--- src/rtl/pkt_sort_pkg.sv ---
// Shared definitions for the parametrised packet sorter.
// Optional build macro used by the top level: PKT_SORTER_INDEX_EN.
package pkt_sort_pkg;

   // Controller phases: capture, compare-swap passes, stream out
   typedef enum logic [1:0] {
      ST_RECV = 2'd0,
      ST_SORT = 2'd1,
      ST_SEND = 2'd2
   } state_e;

   // Number of packet slots addressable with adr_width bits
   function automatic int unsigned depth_of(input int unsigned adr_width);
      return 32'd1 << adr_width;
   endfunction

endpackage

--- src/rtl/pkt_sort_cmp.sv ---
// Compare stage of the sort engine: asks for a swap when the lower-indexed
// word a_i is out of order with respect to b_i. Equal words never swap.
module pkt_sort_cmp #(
   parameter int unsigned DATA_WIDTH = 8,
   parameter bit          SIGNED_CMP = 1'b0
) (
   input  logic [DATA_WIDTH-1:0] a_i,
   input  logic [DATA_WIDTH-1:0] b_i,
   input  logic                  desc_i,
   output logic                  swap_req_o
);

   logic a_gt_b;
   logic a_lt_b;

   // Strict ordering of a_i against b_i in the configured number format
   always_comb begin
      if (SIGNED_CMP) begin
         a_gt_b = $signed(a_i) > $signed(b_i);
         a_lt_b = $signed(a_i) < $signed(b_i);
      end else begin
         a_gt_b = a_i > b_i;
         a_lt_b = a_i < b_i;
      end
      swap_req_o = desc_i ? a_lt_b : a_gt_b;
   end

endmodule

--- src/rtl/pkt_sorter_param.sv ---
// Packet sorter: captures one sop/eop framed packet, bubble-sorts it one
// compare-swap per cycle, then streams it out under ready_i backpressure.
// Build macro PKT_SORTER_INDEX_EN adds idx_o (arrival index of each word).
module pkt_sorter_param
   import pkt_sort_pkg::*;
#(
   parameter int unsigned DATA_WIDTH = 8,
   parameter int unsigned ADR_WIDTH  = 3,
   parameter bit          SIGNED_CMP = 1'b0
) (
   input  logic                  clk_i,
   input  logic                  async_rst_n_i,
   input  logic                  sop_i,
   input  logic                  eop_i,
   input  logic                  val_i,
   input  logic [DATA_WIDTH-1:0] data_i,
   input  logic                  desc_i,
   input  logic                  ready_i,
   output logic                  sop_o,
   output logic                  eop_o,
   output logic                  val_o,
   output logic [DATA_WIDTH-1:0] data_o,
   output logic                  err_o,
`ifdef PKT_SORTER_INDEX_EN
   output logic [ADR_WIDTH-1:0]  idx_o,
`endif
   output logic                  busy_o
);

   localparam int unsigned   DEPTH   = depth_of(ADR_WIDTH);
   localparam int unsigned   LW      = ADR_WIDTH + 1;
   localparam logic [LW-1:0] DEPTH_L = LW'(DEPTH);
   localparam logic [LW-1:0] ONE_L   = LW'(1);
   localparam logic [LW-1:0] TWO_L   = LW'(2);

   state_e                  state_q;
   logic [DATA_WIDTH-1:0]   mem_q [DEPTH];
   logic [DATA_WIDTH-1:0]   mem_d [DEPTH];
   logic [LW-1:0]           cnt_q;
   logic                    started_q;
   logic                    ovf_q;
   logic                    desc_q;
   logic                    swapped_q;
   logic [ADR_WIDTH-1:0]    i_q;
   logic [ADR_WIDTH-1:0]    rd_q;
   logic                    busy_q;
   logic                    val_q;
   logic                    sop_q;
   logic                    eop_q;
   logic                    err_q;
   logic [DATA_WIDTH-1:0]   data_q;

   logic                    accept;
   logic                    cap_sop;
   logic                    cap_cont;
   logic                    cap_room;
   logic                    cap_we;
   logic [ADR_WIDTH-1:0]    cap_adr;
   logic [LW-1:0]           cnt_nxt;
   logic                    ovf_nxt;
   logic                    closing;
   logic [ADR_WIDTH-1:0]    i_nxt;
   logic [ADR_WIDTH-1:0]    rd_nxt;
   logic [DATA_WIDTH-1:0]   word_a;
   logic [DATA_WIDTH-1:0]   word_b;
   logic                    swap_req;
   logic                    in_sort;
   logic                    do_swap;
   logic                    pass_end;
   logic                    last_nxt;
   logic                    xfer;
   logic                    load_single;
   logic                    sort_done;
   logic                    adv;
   logic                    drain;

   // Capture, sort-step and output-step decode
   always_comb begin
      accept   = val_i && !busy_q;
      cap_sop  = accept && sop_i;
      cap_cont = accept && !sop_i && started_q;
      cap_room = cnt_q < DEPTH_L;
      cap_we   = cap_sop || (cap_cont && cap_room);
      cap_adr  = cap_sop ? '0 : cnt_q[ADR_WIDTH-1:0];
      cnt_nxt  = cap_sop ? ONE_L : (cap_room ? cnt_q + ONE_L : cnt_q);
      ovf_nxt  = cap_sop ? 1'b0 : (ovf_q || (cap_cont && !cap_room));
      closing  = (cap_sop || cap_cont) && eop_i;

      i_nxt    = i_q + ADR_WIDTH'(1);
      rd_nxt   = rd_q + ADR_WIDTH'(1);
      word_a   = mem_q[i_q];
      word_b   = mem_q[i_nxt];
      in_sort  = state_q == ST_SORT;
      do_swap  = in_sort && swap_req;
      pass_end = {1'b0, i_q} == (cnt_q - TWO_L);
      last_nxt = {1'b0, rd_nxt} == (cnt_q - ONE_L);
      xfer     = val_q && ready_i;

      load_single = (state_q == ST_RECV) && closing && (cnt_nxt == ONE_L);
      // A pass with no swap leaves the array untouched, so mem_q[0] is final
      sort_done   = in_sort && pass_end && !(swapped_q || swap_req);
      adv         = (state_q == ST_SEND) && xfer && !eop_q;
      drain       = (state_q == ST_SEND) && xfer && eop_q;
   end

   pkt_sort_cmp #(
      .DATA_WIDTH (DATA_WIDTH),
      .SIGNED_CMP (SIGNED_CMP)
   ) u_cmp (
      .a_i        (word_a),
      .b_i        (word_b),
      .desc_i     (desc_q),
      .swap_req_o (swap_req)
   );

   // Next array contents: capture write or adjacent swap (never both)
   always_comb begin
      mem_d = mem_q;
      if (cap_we) begin
         mem_d[cap_adr] = data_i;
      end
      if (do_swap) begin
         mem_d[i_q]   = word_b;
         mem_d[i_nxt] = word_a;
      end
   end

   // Packet storage, contents irrelevant after reset
   always_ff @(posedge clk_i) begin
      mem_q <= mem_d;
   end

   // Control FSM with registered stream outputs
   always_ff @(posedge clk_i or negedge async_rst_n_i) begin
      if (!async_rst_n_i) begin
         state_q   <= ST_RECV;
         cnt_q     <= '0;
         started_q <= 1'b0;
         ovf_q     <= 1'b0;
         desc_q    <= 1'b0;
         swapped_q <= 1'b0;
         i_q       <= '0;
         rd_q      <= '0;
         busy_q    <= 1'b0;
         val_q     <= 1'b0;
         sop_q     <= 1'b0;
         eop_q     <= 1'b0;
         err_q     <= 1'b0;
         data_q    <= '0;
      end else begin
         case (state_q)
            ST_RECV: begin
               if (cap_sop) begin
                  desc_q <= desc_i;
               end
               if (cap_sop || cap_cont) begin
                  cnt_q     <= cnt_nxt;
                  ovf_q     <= ovf_nxt;
                  started_q <= 1'b1;
               end
               if (closing) begin
                  started_q <= 1'b0;
                  busy_q    <= 1'b1;
                  i_q       <= '0;
                  swapped_q <= 1'b0;
                  rd_q      <= '0;
                  if (load_single) begin
                     state_q <= ST_SEND;
                     val_q   <= 1'b1;
                     sop_q   <= 1'b1;
                     eop_q   <= 1'b1;
                     err_q   <= ovf_nxt;
                     data_q  <= data_i;
                  end else begin
                     state_q <= ST_SORT;
                  end
               end
            end
            ST_SORT: begin
               if (pass_end) begin
                  if (sort_done) begin
                     state_q <= ST_SEND;
                     val_q   <= 1'b1;
                     sop_q   <= 1'b1;
                     eop_q   <= 1'b0;
                     err_q   <= 1'b0;
                     data_q  <= mem_q[0];
                  end else begin
                     i_q       <= '0;
                     swapped_q <= 1'b0;
                  end
               end else begin
                  i_q       <= i_nxt;
                  swapped_q <= swapped_q || swap_req;
               end
            end
            ST_SEND: begin
               if (drain) begin
                  state_q <= ST_RECV;
                  busy_q  <= 1'b0;
                  val_q   <= 1'b0;
                  sop_q   <= 1'b0;
                  eop_q   <= 1'b0;
                  err_q   <= 1'b0;
                  data_q  <= '0;
                  ovf_q   <= 1'b0;
                  cnt_q   <= '0;
               end else if (adv) begin
                  rd_q   <= rd_nxt;
                  data_q <= mem_q[rd_nxt];
                  sop_q  <= 1'b0;
                  eop_q  <= last_nxt;
                  err_q  <= last_nxt && ovf_q;
               end
            end
            default: state_q <= ST_RECV;
         endcase
      end
   end

`ifdef PKT_SORTER_INDEX_EN
   logic [ADR_WIDTH-1:0] idx_mem_q [DEPTH];
   logic [ADR_WIDTH-1:0] idx_mem_d [DEPTH];
   logic [ADR_WIDTH-1:0] idx_q;

   // Arrival indices travel with their words through every swap
   always_comb begin
      idx_mem_d = idx_mem_q;
      if (cap_we) begin
         idx_mem_d[cap_adr] = cap_adr;
      end
      if (do_swap) begin
         idx_mem_d[i_q]   = idx_mem_q[i_nxt];
         idx_mem_d[i_nxt] = idx_mem_q[i_q];
      end
   end

   // Index storage, contents irrelevant after reset
   always_ff @(posedge clk_i) begin
      idx_mem_q <= idx_mem_d;
   end

   // Registered index output, loaded alongside data_o
   always_ff @(posedge clk_i or negedge async_rst_n_i) begin
      if (!async_rst_n_i) begin
         idx_q <= '0;
      end else if (load_single || drain) begin
         idx_q <= '0;
      end else if (sort_done) begin
         idx_q <= idx_mem_q[0];
      end else if (adv) begin
         idx_q <= idx_mem_q[rd_nxt];
      end
   end

   assign idx_o = idx_q;
`endif

   assign sop_o  = sop_q;
   assign eop_o  = eop_q;
   assign val_o  = val_q;
   assign data_o = data_q;
   assign err_o  = err_q;
   assign busy_o = busy_q;

endmodule

--- config.mk ---
export PLATFORM = sky130hd
export DESIGN_NAME = pkt_sorter_param
export DESIGN_NICKNAME = d
export VERILOG_FILES = /design/src/rtl/pkt_sort_pkg.sv /design/src/rtl/pkt_sort_cmp.sv /design/src/rtl/pkt_sorter_param.sv
export SDC_FILE = /design/constraint.sdc
export NUM_CORES = 1
export LEC_CHECK = 0
export CAP_MARGIN = 10
export CORE_AREA = 2 2 117 119
export CTS_CLUSTER_DIAMETER = 150
export DETAILED_ROUTE_END_ITERATION = 8
export DIE_AREA = 0 0 119 121
export PLACE_DENSITY = 0.79
export SLEW_MARGIN = 25
export SYNTH_ARGS = -nofsm -noshare
export SYNTH_HDL_FRONTEND = slang
export SYNTH_SLANG_ARGS = --single-unit
--- constraint.sdc ---
create_clock -name clk_i -period 5.6 [get_ports clk_i]
set_clock_uncertainty 0.1 [all_clocks]
set_input_delay 0.56 -clock clk_i [delete_from_list [all_inputs] [get_ports clk_i]]
set_output_delay 0.56 -clock clk_i [all_outputs]
set_load 0.03 [all_outputs]
Word-level counts from Yosys, hierarchy flattened

Index checks and enable logic that the tools add are counted.

Register bits: 93
Input bits: 15
Output and inout bits: 13
Logic and storage cells: 176

$add $sub $neg: 5
Order comparisons: 10
Eq/ne operators: 15
Mux-type cells: 77
Bitwise logic cells: 4
Reduce and logical (&&, ||, !) cells: 43

Operator list:

| kind                                                                 | number |
|---|---|
| 64-bit bitwise mux                                                   | 3 |
| 64-bit two-way mux                                                   | 2 |
| 8-bit two-way mux                                                    | 15 |
| 8-bit binary-select mux with 3-bit select                            | 3 |
| 8-bit demux with 3-bit select                                        | 3 |
| 1-bit two-way mux                                                    | 24 |
| 8-bit one-hot mux with 3 select lines                                | 1 |
| 1-bit logical AND                                                    | 20 |
| 3-bit two-way mux                                                    | 6 |
| 4-bit greater-or-equal comparator, second input constant             | 4 |
| 4-bit two-way mux                                                    | 4 |
| 3-bit NOT with 4-bit output                                          | 4 |
| 4-bit by 1-bit < comparator with 1-bit output, second input constant | 3 |
| 2-bit != test, second input constant                                 | 6 |
| 1-bit one-hot mux with 3 select lines                                | 4 |
| 3-bit one-hot mux with 2 select lines                                | 2 |
| 6-bit AND reduction                                                  | 2 |
| 2-bit two-way mux                                                    | 5 |
| 3-bit AND reduction                                                  | 3 |
| 3-bit by 4-bit equality test with 1-bit output                       | 2 |
| 8-bit greater-than comparator                                        | 1 |
| 8-bit < comparator                                                   | 1 |
| 4-bit one-hot mux with 2 select lines                                | 1 |
| 4-bit AND reduction                                                  | 2 |
| other kinds (18)                                                     | 33 |

Depth between registers and ports, before layout

Gate-level depths: netlist (run 1).

Depth after elaboration: 14
Gate-level depth with buffers: 17
Gate-level depth less buffers: 13

Hierarchy

From an unflattened synthesis (run 1), not the netlist that was laid out.

Cells, all modules: 848
Area total of the unflattened synthesis: 7076.8 sq um

By module, submodules not included:

| module           | instances | cells an instance | area an instance (sq um) | sequential area each (sq um) |
|---|---|---|---|---|
| pkt_sorter_param | 1         | 819               | 6867.8                   | 2006.9 |
| pkt_sort_cmp     | 1         | 29                | 209.0                    | 0.0 |

Worst setup path after synthesis (run 1)

No wires, ideal clock.

Kind: flip-flop to flip-flop
Start point: register i_q[1]
End point: register mem_q[39] (netlist bit)
Library setup time: 0.157 ns
Arrival: 3.660 ns
Required time: 5.343 ns
Path slack: 1.683 ns
Stages on the path, launching flop included: 13
Buffers on the path: 0
Period minus slack after synthesis: 3.917 ns
Cell sequence: dfrtp_1 -> ha_1 -> xnor2_1 -> nor2_1 -> a32o_1 -> a2111o_1 -> ha_1 -> and4_1 -> or3_1 -> a21o_1 -> o211a_1 -> a211oi_1 -> o22ai_1

RTL lines:

| element                | RTL line                | text |
|---|---|---|
| start, declared        | pkt_sorter_param.sv:44  | `logic [ADR_WIDTH-1:0] i_q;` |
| start signal, assigned | pkt_sorter_param.sv:193 | `i_q <= i_nxt;` |
| end signal, assigned   | pkt_sorter_param.sv:130 | `mem_q <= mem_d;` |
| end, declared          | pkt_sorter_param.sv:37  | `logic [DATA_WIDTH-1:0] mem_q [DEPTH];` |

Final worst setup path (run 1)

Start point: register i_q[0]
End point: register data_q[0], in the netlist data_o[0]

Word-level cells in the longest chain between the ends: 12
Elaborated cells on any way between the ends: 20
Those cells by class: add/sub (1); order compare (2); eq/ne (3); mux (7); bitwise (2); reduce/logical (5)

Ends and longest elaborated chain:

| element                                                             | RTL line                               | text |
|---|---|---|
| 3-bit by 1-bit adder with 3-bit output                              | pkt_sorter_param.sv:89                 | `i_nxt = i_q + ADR_WIDTH'(1);` |
| 3-bit NOT with 4-bit output (implied by the code)                   | pkt_sorter_param.sv:92                 | `word_b = mem_q[i_nxt];` |
| 8-bit binary-select mux with 3-bit select                           | pkt_sorter_param.sv:92                 |  |
| 8-bit two-way mux (implied by the code) (2 in a row)                | pkt_sorter_param.sv:92                 |  |
| 8-bit greater-than comparator or 8-bit < comparator (tied branches) | pkt_sort_cmp.sv:22, pkt_sort_cmp.sv:23 |  |
| 1-bit two-way mux                                                   | pkt_sort_cmp.sv:25                     | `swap_req_o = desc_i ? a_lt_b : a_gt_b;` |
| 1-bit logical OR                                                    | pkt_sorter_param.sv:101                | `sort_done = in_sort && pass_end && !(swapped_q \|\| swap_req);` |
| 1-bit zero test                                                     | pkt_sorter_param.sv:101                |  |
| 1-bit logical AND                                                   | pkt_sorter_param.sv:101                |  |
| 2-bit by 1-bit != test with 1-bit output (no source line)           | --                                     |  |
| 6-bit AND reduction (no source line) *                              | --                                     |  |
| end signal, assigned                                                | pkt_sorter_param.sv:173                | `data_q <= data_i;` |
| end signal, assigned                                                | pkt_sorter_param.sv:187                | `data_q <= mem_q[0];` |
| end signal, assigned                                                | pkt_sorter_param.sv:210                | `data_q <= mem_q[rd_nxt];` |
| end, declared                                                       | pkt_sorter_param.sv:51                 | `logic [DATA_WIDTH-1:0] data_q;` |

Every way passes the cells marked *; elsewhere a longest branch is shown, timed or not. The select of a mux whose other input is x is not followed.
A chain may end at the register's enable or synchronous reset.

==> key figures, run 1 <==
Synth
  – EDFF count, synth: 0
  – FFs w/ async S/R, synth: 31.2%
  – Post-synthesis average cell area: 9.34 um^2
  – Flop and latch count out of synthesis: 93
  – Post-Synthesis Cells: 755
  – Syn Nets: 789
  – Main synth FF type: dfxtp_1
  – Yosys Warn Count: 0
  – Seq/Total Area, Yosys: 28.5%
  – Mapped cell area: 0.00705 mm^2
  – Synth cell types: 78

Worst setup path
  – WP data arrival: 4.82 ns
  – Crit path max fanout: 47
  – CP top delay family: compound AO/OA/AOI/OAI gates
  – CP max-delay cell: a21boi_4
  – WS Path Type: reg2reg
  – CP Cell Sequence: buf_12 > inv_2 > mux4_2 > mux2_2 > inv_1 > ha_1 > nor2b_1 > o211ai_1 > a21o_1 > o2111ai_1 > a21boi_4 > mux2_2
  – Worst path max stage delay: 0.65 ns
  – Buf/Inv on CP: 3
  – Critical path's most frequent cell: mux2_2
  – CP Data Required Time: 5.74 ns
  – CP Capture Type: register
  – CP Launch Type: register

Floorplanning
  – Starting Density: 53.9%
  – Core area: 0.0131 mm^2
  – Die area: 0.0144 mm^2
  – # IOs: 28
  – Die Y: 121 um
  – Row count: 42
  – Horiz. Die Dim: 119 um

Place
  – Placed instance area: 0.00754 mm^2
  – IO Port Bufs: 27
  – Post-DP HPWL: 18000 um
  – RD Place Congestion: 1.08
  – Setup WS pre-CTS: 1.11 ns

Timing
  – Final min period: 4.68 ns
  – RSZ-0062 raised after global routing: false
  – Slew Limit Fails: 0
  – Max Freq: 0.214 GHz
  – Setup TNS: 0 ns
  – Worst slew margin: 29.1%
  – Fin crit share: 83.6%
  – Slew @ Worst Pin: 1.06 ns
  – Hold Vio Cnt, Final: 0
  – Final setup fails: 0
  – PnR worst setup slack: 0.919 ns

Power
  – Logic pwr share: 66.7%
  – Sw Pwr: 0.00302 W
  – PwrDens: 757 mW/mm^2
  – Clock share of power: 10.8%
  – Sw Ratio: 51.0%
  – Peak VDD IR: 0.259 mV
  – Leak Pwr: 3.03 nW
  – Pint: 0.00291 W
  – Total Power: 0.00593 W
  – Seq pwr share: 22.5%

Clock network
  – # hold bufs at CTS: 0
  – Reg clk slew, reported paths: 0.07 ns
  – Clock buffer depth: 2
  – CTS H-tree lvls: 3
  – Clk sinks: 93
  – CTS Buf Count: 9
  – CTS tree: done
  – Post-cts resize count: 0
  – Post-CTS Setup Bufs: 0
  – Clock root cell: clkbuf_16
  – Worst-Skew Late Latency: 0.36 ns

Routing
  – DR vias/cell: 7.33
  – Per-cell routed wire length: 27.8 um
  – DR iter-0 viols: 1223
  – Remaining DRCs: 0
  – Antenna Nets Post-Route: 0
  – DRT Pass-1 Iters: 6
  – Final WL: 26400 um
  – Via Count: 6959

Layout
  – Fill count: 1109
  – Number of antenna diodes: 0
  – Final net count: 803
  – Layout cells sized above 1: 16.5%
  – Final instance area: 0.00783 mm^2
  – Area grow syn2layout: 11.1%

GRT
  – Global-route total usage across every layer: 37.1%
  – Vias in the first global route: 6702
  – Initial antenna violation count: 0
  – First-pass GRT wire length: 40300 um
  – Total gr overflow: 0
  – Pin count of the biggest net entering global routing: 49

Worst hold path
  – Min-Delay Path Class: reg2reg

Flow run
  – Max Cap Viol: 0

Status
  – Outcome: finished clean
==> cells in the final DEF (no fill, tap or decap), types with 15 or more instances in the layout <==
cell type	Yosys	routed
mux4_2	27	27
nor3_1	16	15
mux2_2	20	20
dfxtp_1	64	64
a21oi_1	28	28
mux2i_1	82	82
nor2_1	29	29
o22ai_1	63	63
dfrtp_1	29	29
nand2_1	58	58
nand3_1	17	17
inv_1	23	23
a22oi_1	51	51
buf_4	5	30
clkdlybuf4s50_1	0	27
o21ai_0	29	29
ha_1	19	18
==> cell families (layout without fill, tap and decap cells) <==
logic type      Yosys count  after routing  synth area share (%)
compound gates          244            244                  24.6
simple gates            169            169                  12.0
buf+inv                  82            101                  5.09
fa+ha+maj                19             19                  3.37
flops                    93             93                  28.5
mux                     136            136                  24.9
xor+xnor                 12             12                  1.60
==> registers in the layout, indices dropped and copies added (netlist names), 2 cells and up <==
signal / flops
mem_q: 64
data_o: 8
cnt_q: 4
i_q: 3
rd_q: 3
state_q: 2
==> layer usage <==
metal / global-route usage, % / part of all wire (%) / up-vias
met5: 0 / 0 / -
met3: 10.4 / 14 / 99
met2: 54.3 / 43 / 589
met4: 17.6 / 4.5 / 0
met1: 50.6 / 39 / 3323
li1: - / - / 2948
==> metrics by stage <==
| stage | hold WS [ns] | std cells | util, % |
|---|---|---|---|
| global route | 0.428 | 950 | 59.9 |
| CTS | 0.420 | 950 | 59.9 |
| finish | 0.419 | 950 | 59.9 |
| floorplan | 0.164 | 755 | - |
| detailed placement | 0.400 | 934 | 57.6 |
| global placement | 0.374 | 934 | 57.6 |
==> power groups by stage <==
| stage | Combinational, W | Clock (W) | Sequential (W) |
|---|---|---|---|
| after floorplan | 0.00275 | 0 | 0.00127 |
| after detailed placement | 0.00380 | 0 | 0.00132 |
| after global routing | 0.00421 | 0.000661 | 0.00137 |
| final | 0.00395 | 0.000639 | 0.00134 |
| after global placement | 0.00373 | 0 | 0.00131 |
| after CTS | 0.00382 | 0.000638 | 0.00131 |
==> area by class of cell <==
type	count	area, um^2	area share (%)
clock inverter	4	48.8	0.623
multi-input combinational	580	4690	59.9
clock buffer	12	246	3.15
inverter	27	101	1.29
timing repair buffer	58	515	6.58
tap	176	220	2.81
sequential	93	2010	25.6
==> final timing paths <==
check / startpoint / cells after the start / slack [ns] / endpoint
hold / removal: data_o[3] / 1 / 0.42 / data_o[3]
min in group asynchronous: async_rst_n_i / 2 / 0.48 / cnt_q[1]
hold reg to reg: data_o[3] / 1 / 0.42 / data_o[3]
setup reg to reg: i_q[0] / 12 / 0.92 / data_o[0]
setup / recovery: i_q[0] / 12 / 0.92 / data_o[0]
max in group asynchronous: async_rst_n_i / 2 / 4.63 / i_q[0]
==> cell usage after synthesis (all sizes together), types with 5 or more instances <==
cell type / count / area, um^2
nor2: 32 / 128
mux4: 27 / 608
nor2b: 9 / 56.3
o22a: 8 / 71.3
o21ai: 31 / 163
dfxtp: 64 / 1280
clkbuf: 20 / 75.1
nand2: 58 / 218
nand2b: 8 / 52.6
mux2: 27 / 330
o22ai: 65 / 419
ha: 19 / 238
a31oi: 5 / 31.3
nand3: 17 / 85.1
a22oi: 51 / 383
dfrtp: 29 / 726
mux2i: 82 / 821
nor3: 18 / 100
buf: 35 / 183
a211oi: 5 / 47.5
a22o: 7 / 61.3
a21oi: 29 / 149
inv: 25 / 93.8
xnor2: 7 / 61.3
a2bb2oi: 6 / 52.6
xor2: 5 / 51.3
Note: power is estimated with default switching activity, not from simulation.
==> run 2: changes to the inputs <==
--- a/config.mk
+++ b/config.mk
@@ -10,7 +10,7 @@
 export CTS_CLUSTER_DIAMETER = 150
 export DETAILED_ROUTE_END_ITERATION = 8
 export DIE_AREA = 0 0 119 121
-export PLACE_DENSITY = 0.79
+export PLACE_DENSITY = 0.82
 export SLEW_MARGIN = 25
 export SYNTH_ARGS = -nofsm -noshare
 export SYNTH_HDL_FRONTEND = slang
==> constraint.sdc (replaced) <==
create_clock -name clk_i -period 4.1 [get_ports clk_i]
set_clock_uncertainty 0.1 [all_clocks]
set_input_delay 0.41 -clock clk_i [delete_from_list [all_inputs] [get_ports clk_i]]
set_output_delay 0.41 -clock clk_i [all_outputs]
set_load 0.03 [all_outputs]
==> run 2 against run 1 <==
The run now ends with design-rule violations left. Clock power increased by 30%. Utilization increased by 3.2 points. Count of clock-buffer cells in the layout decreased by 2. Via count increased by 4.3%. Non-clock buffer count increased by 52. Critical endpoint is now mem_q[57].
==> key figures, run 2 (same netlist as run 1, synthesis figures left out) <==
Worst setup path
  – CP Launch Type: register
  – Worst R2R Path Depth: 13
  – Crit path max fanout: 10
  – Critical path's most frequent cell: buf_4
  – CP Capture Type: register
  – Reg-to-reg critical path endpoint: mem_q[57]
  – WS Path Type: reg2reg
  – CP Data Required Time: 4.24 ns
  – Reg-to-reg slack, setup: 0.16 ns
  – WP data arrival: 4.07 ns
  – Critical register-to-register path startpoint: i_q[1]
  – Worst path max stage delay: 0.47 ns
  – CP Cell Sequence: ha_2 > xnor2_2 > buf_4 > a32o_1 > a2111o_1 > ha_1 > and4_1 > or3_1 > a21o_1 > o211a_1 > a211oi_2 > buf_4 > o22ai_1
  – CP max-delay cell: a2111o_1

Routing
  – Remaining DRCs: 12
  – Antenna Nets Post-Route: 0
  – DR iter-0 viols: 1057
  – DRT Pass-1 Iters: 9
  – Final WL: 27200 um
  – Via Count: 7258
  – Per-cell routed wire length: 27.1 um
  – DR vias/cell: 7.24

Clock network
  – CTS H-tree lvls: 3
  – Clock buffer depth: 2
  – # hold bufs at CTS: 0
  – CTS tree: done
  – Reg clk slew, reported paths: 0.07 ns
  – Worst-Skew Late Latency: 0.37 ns
  – CTS Buf Count: 9
  – Clock root cell: clkbuf_16
  – Clk sinks: 93

Timing
  – Slew Limit Fails: 0
  – Fin crit share: 96.1%
  – PnR worst setup slack: 0.162 ns
  – Worst slew margin: 35.3%
  – Max Freq: 0.254 GHz
  – Slew @ Worst Pin: 0.966 ns
  – Setup TNS: 0 ns
  – Hold Vio Cnt, Final: 0
  – Final setup fails: 0
  – Final min period: 3.94 ns

GRT
  – Routing usage on met1: 48.2%
  – Initial antenna violation count: 0
  – GRT Max-Usage Layer: met2
  – GRT met3 Usage: 11.0%
  – Total gr overflow: 0
  – Global-route total usage across every layer: 38.5%
  – Met2 GRT Util: 58.9%
  – Pin count of the biggest net entering global routing: 32
  – First-pass GRT wire length: 41700 um
  – Vias in the first global route: 7022

Layout
  – Commonest non-fill, non-tap cell in the layout: mux2i_1
  – Fin cells: 1002
  – Number of antenna diodes: 0
  – Final instance area: 0.00826 mm^2
  – Final net count: 855
  – Max reg flops: 64
  – Layout cells sized above 1: 22.4%
  – Final Util: 63.1%
  – Register with the most flip-flops: mem_q
  – Commonest non-fill, non-tap cells in the layout: mux2i_1, buf_4, dfxtp_1, o22ai_1, nand2_1
  – Area grow syn2layout: 17.1%

Flow run
  – Max Cap Viol: 0

Floorplanning
  – # IOs: 28
  – Row count: 42
  – Starting Density: 53.9%
  – Core area: 0.0131 mm^2
  – Horiz. Die Dim: 119 um
  – Die area: 0.0144 mm^2
  – Die Y: 121 um

Status
  – Outcome: finished, violations left
  – Failing checks: design-rule violations

Place
  – Placed instance area: 0.00792 mm^2
  – IO Port Bufs: 27
  – Post-DP HPWL: 19000 um
  – RD Place Congestion: 1.05
  – Placed insts: 984
  – Setup WS pre-CTS: 0.143 ns

Worst hold path
  – Min-Delay Path Class: in2async

Power
  – PwrDens: 1030 mW/mm^2
  – Leak Pwr: 3.29 nW
  – Peak VDD IR: 0.511 mV
==> run 2: cell type report <==
class	instances	area, um^2
Fill cell	1063	4830
Multi-Input combinational cell	580	4710
Sequential cell	93	2010
Timing Repair Buffer	110	931
Clock buffer	10	250
Tap cell	176	220
Inverter	27	101
Clock inverter	6	36.3
==> run 2: stage by stage <==
| stage | hold slack [ns] | total power (W) |
|---|---|---|
| 6_report | 0.339 | 0.00854 |
| 5_1_grt | 0.382 | 0.00898 |
| 4_1_cts | 0.356 | 0.00826 |
| 3_5_place_dp | 0.389 | 0.00740 |
| 3_3_place_gp | 0.365 | 0.00724 |
| 2_1_floorplan | 0.0144 | 0.00549 |
==> run 2: critical path, delay by kind of cell, from the launching register on <==
family / cells / cell delay [ns]
AO/OA/AOI/OAI: 6 / 1.62
XOR/XNOR: 1 / 0.17
adder cells (fa/ha/maj): 2 / 0.54
buffers and inverters: 2 / 0.47
flip-flops: 1 / 0.43
AND/OR/NAND/NOR: 2 / 0.50
==> run 2: worst max-delay path by stage <==
stage	startpoint	to	slack, ns
floorplan	i_q[1]	mem_q[39]	0.18
global placement	i_q[1]	mem_q[18]	0.22
detailed placement	i_q[1]	mem_q[47]	0.14
CTS	i_q[1]	mem_q[47]	0.11
global route	i_q[1]	mem_q[12]	-0.004
finish	i_q[1]	mem_q[57]	0.16
==> run 2: where the power goes <==
group / internal [W] / switching, W
clock: 0.000445 / 0.000385
combinational: 0.00251 / 0.00337
sequential: 0.00133 / 0.000500
==> run 2: metal layers <==
| metal | wire length, um | vias up |
|---|---|---|
| met4 | 1780 | 0 |
| li1 | - | 3056 |
| met5 | 0 | - |
| met2 | 11800 | 648 |
| met1 | 9790 | 3395 |
| met3 | 3810 | 159 |
==> run 2: what timing repair did <==
item / 4_1_cts / 5_1_grt
setup buffers: 0 / 2
endpoints found under the setup margin: 0 / 79
gates resized for setup: 0 / 6
